<file path="src/rtl/btoex3_conv_df.sv">
// BCD digit to Excess-3 converter with a registered output stage and a
// saturating count of successful conversions.
module btoex3_conv_df #(
    parameter logic [3:0] ERR_CODE = 4'b0000
) (
    input  logic       clk,
    input  logic       rst,
    input  logic       in_valid,
    input  logic [3:0] bin,
    output logic       out_valid,
    output logic [3:0] excess3,
    output logic       err,
    output logic [7:0] conv_count
);

    // Count increment that sticks at all-ones instead of wrapping.
    function automatic logic [7:0] sat_inc(input logic [7:0] c);
        logic [7:0] r;
        r = (c == 8'hFF) ? c : c + 8'd1;
        return r;
    endfunction

    // Stage 0: gate-level Excess-3 core on the raw input.
    logic       digit_ok_p0;
    logic [3:0] e_p0;
    logic [3:0] e_sel_p0;

    // Digits 10..15 are exactly the codes with B3 set and either B2 or B1 set.
    assign digit_ok_p0 = ~(bin[3] & (bin[2] | bin[1]));
    assign e_p0[3]     = bin[3] | (bin[2] & (bin[1] | bin[0]));
    assign e_p0[2]     = bin[2] ^ (bin[1] | bin[0]);
    assign e_p0[1]     = ~(bin[1] ^ bin[0]);
    assign e_p0[0]     = ~bin[0];
    assign e_sel_p0    = digit_ok_p0 ? e_p0 : ERR_CODE;

    // Stage 1: registered result, flags and conversion count.
    logic       vld_p1;
    logic [3:0] excess3_p1;
    logic       err_p1;
    logic [7:0] cnt_p1;

    // Capture a result only on in_valid; data holds its last value otherwise.
    always_ff @(posedge clk) begin
        if (rst) begin
            vld_p1     <= 1'b0;
            excess3_p1 <= 4'b0000;
            err_p1     <= 1'b0;
            cnt_p1     <= 8'h00;
        end else begin
            vld_p1 <= in_valid;
            if (in_valid) begin
                excess3_p1 <= e_sel_p0;
                err_p1     <= ~digit_ok_p0;
                if (digit_ok_p0) begin
                    cnt_p1 <= sat_inc(cnt_p1);
                end
            end
        end
    end

    assign out_valid  = vld_p1;
    assign excess3    = excess3_p1;
    assign err        = err_p1;
    assign conv_count = cnt_p1;

endmodule

</file>
<file path="config.mk">
export PLATFORM = sky130hd
export DESIGN_NAME = btoex3_conv_df
export DESIGN_NICKNAME = d
export VERILOG_FILES = /design/src/rtl/btoex3_conv_df.sv
export SDC_FILE = /design/constraint.sdc
export NUM_CORES = 1
export LEC_CHECK = 0
export ABC_AREA = 1
export CAP_MARGIN = 5
export CORE_UTILIZATION = 34
export DETAILED_ROUTE_END_ITERATION = 10
export GPL_TIMING_DRIVEN = 1
export SETUP_SLACK_MARGIN = 0.15
export SLEW_MARGIN = 40
export SYNTH_ARGS = -nofsm -noshare
export SYNTH_HDL_FRONTEND = slang
export SYNTH_SLANG_ARGS = --single-unit
</file>
<file path="constraint.sdc">
create_clock -name clk -period 1.56 [get_ports clk]
set_clock_uncertainty 0.2 [all_clocks]
set_input_delay 0.312 -clock clk [delete_from_list [all_inputs] [get_ports clk]]
set_output_delay 0.312 -clock clk [all_outputs]
set_load 0.05 [all_outputs]
</file>
==> metrics.yaml, run 1 <==
synth:
  synth.distinct_cells: 17
  synthCells: 104
  synth_area_um2: 708.2
  ys_ff_latch: 14
  synth_nets: 114
  synth_area_per_cell_um2: 6.809
  yosysSeqAreaShare: 0.3958
  yosysWarningCount: 0
sta:
  slew_headroom: 0.8004
  worst_pin_slew_ns: 0.2991
  fin_crit_ns: 1.440
  slew_viol_final: 0
  hold_viol: 0
  max_freq_mhz: 694.7
  finalWorstSetupSlack_ns: 0.1205
  period_share: 0.9228
  timing.hold.ws_ns: 0.2288
  finalSetupViolCount: 0
  rsz0062_at_grt: "true"
power_and_ir_drop:
  pwr-share-comb: 0.252
  p_seq_frac: 0.444
  power_mw: 0.8619
  leakage_nw: 0.5882
  switching_share: 0.2855
  cellPowerDensity_nw_per_um2: 657.9
  p_sw_mw: 0.2461
  ir_drop_uv: 479.8
  p_int_mw: 0.6158
  power.share.clock: 0.304
clocking:
  ctsHoldBuffers: 0
  cts.sinks: 14
  cts.clk_slew.worst_paths_ns: 0.08
  root_buffer: "clkbuf_4"
  cts_tree: "built"
  htreeDepth: 1
  cts_buffers: 3
  clock_path_buffers: 2
  clock_latency_ns: 0.28
setup_path:
  cp_max_fo: 3
  startpoint_type: "flip-flop"
  worstReg2RegStart: "conv_count[1]"
  r2r-end: "conv_count[7]"
  crit_start: "conv_count[0]"
  rrSetupSlack_ns: 0.17
  ff2ff_path_depth: 7
  worst-setup-path-type: "flip-flop to output pin"
  crit_required_ns: 1.05
  worstSetupEndpointType: "output pin"
  cp.arrival_ns: 0.93
detailed_routing:
  first_pass_iters: 3
  via_count: 762
  first_iter_violations: 5
  totalWireLength_um: 1698
  route.detailed.drc: 0
  ant_nets: 0
  vias_per_cell: 4.590
  avgRoutedWirePerCell_um: 10.23
layout:
  fin_nets: 150
  fill_cells: 204
  final_cell_mix: "nand2_1, buf_12, inv_1, nor2_1, buf_4"
  area_growth_pct: 84.98
  final-seq-area_um2: 300.3
  fin_area_um2: 1310
  layout_commonest_cell: "nand2_1"
  multi_input_area_um2: 442.9
  drive_gt1_frac: 0.4532
  n_antenna_cell: 0
status:
  outcome: "complete, no violations"
global_routing:
  antenna_found_initial: 0
  overflow: 0
  grt_pass1_vias: 672
  grt_first_pass_wirelength_um: 2601
  grt.total_usage: 0.1660
  grt_max_degree: 10
hold_path:
  worstHoldStart: "bin[0]"
  min-delay-path-class: "input pin to flip-flop"
  hold_depth: 5
  worstHoldEndpoint: "excess3[0]"
floorplan:
  dieArea_um2: 2270
  boundaryPins: 21
  rows: 16
  die_w_um: 47.64
  die_y_um: 47.64
  start_util: 0.3610
  core_um2: 1962
placed_design:
  place.gp.congestion: 0.7494
  dp_slack_ns: -0.2098
  dpl.hpwl_um: 1266
  io_buffer_count: 20
  dpl_cell_area_um2: 1180
flow_run:
  maxCapViolCount: 0
## registers in the layout (all words and copies together) (netlist names)
register and cells:
err 1, excess3 4, conv_count 8, out_valid 1
## layout make-up
class | instances | share of cell area
sequential | 14 | 0.2292
inverter | 17 | 0.04871
tap | 27 | 0.02579
clock buffer | 4 | 0.02770
multi-input combinational | 73 | 0.3381
timing repair buffer | 31 | 0.3305
## cell usage after synthesis
master    count  area [um2]
a21oi_2       2       17.52
a21oi_1       6       30.03
nand2_1      26       97.59
o21ai_2       1       8.760
dfxtp_1      14       280.3
inv_1        17       63.81
nor2_1       15       56.30
nand2_2       2       12.51
ha_1          3       37.54
nand3_1       5       25.02
nor2_2        4       25.02
o21bai_1      1       7.510
o21ai_1       3       15.01
nand3_2       1       10.01
o21ai_0       2       10.01
nor3_1        1       5.000
or2_1         1       6.260
## what timing repair did
| action | 4_1_cts | 5_1_grt |
|---|---|---|
| setup buffers | 0 | 3 |
| gates resized for setup | 3 | 21 |
| endpoints found under the setup margin | 7 | 11 |
| pin swaps | 0 | 10 |
## worst max-delay path: stages, from the launching register on
cell and delay (ns):
dfxtp_4 0.37, buf_4 0.14, buf_12 0.14
## through the flow
stage               std cells    util  TNS [ns]
finish                    166  0.6677         0
global route              166  0.6677         0
CTS                       163  0.6231         0
detailed placement        159  0.6014    -2.006
global placement          159  0.6014    -1.792
floorplan                 104       -         0
## layer usage
metal	track usage	share of wire	vias to the layer above	wire, um
li1	-	-	395	-
met5	0	0	-	0
met3	0.03396	0.041	4	70
met4	0.1000	0.028	0	48
met2	0.2849	0.53	16	893
met1	0.1891	0.40	347	685
## worst max-delay path by stage
stage | endpoint | cells after the start
CTS | conv_count[7] | 8
detailed placement | excess3[3] | 7
floorplan | conv_count[5] | 7
global route | conv_count[4] | 8
finish | conv_count[0] | 2
global placement | excess3[3] | 7
## cells by family after synthesis
group / synth area share
AO/OA/AOI/OAI: 0.1254
adder cells (fa/ha/maj): 0.05301
AND/OR/NAND/NOR: 0.3357
buffers and inverters: 0.09010
flip-flops: 0.3958
## power groups by stage
stage | Sequential (mW) | Combinational, mW | Clock, mW
5_1_grt | 0.385 | 0.237 | 0.288
3_5_place_dp | 0.394 | 0.199 | 0
3_3_place_gp | 0.394 | 0.196 | 0
6_report | 0.382 | 0.217 | 0.262
2_1_floorplan | 0.433 | 0.0497 | 0
4_1_cts | 0.386 | 0.201 | 0.274
(Power assumes the default switching activity.)
==> run 2, diff against run 1 <==
- SLEW_MARGIN: 40 -> not set
==> results of run 2 <==
The final DEF is identical to that of run 1; final timing and power are the same.
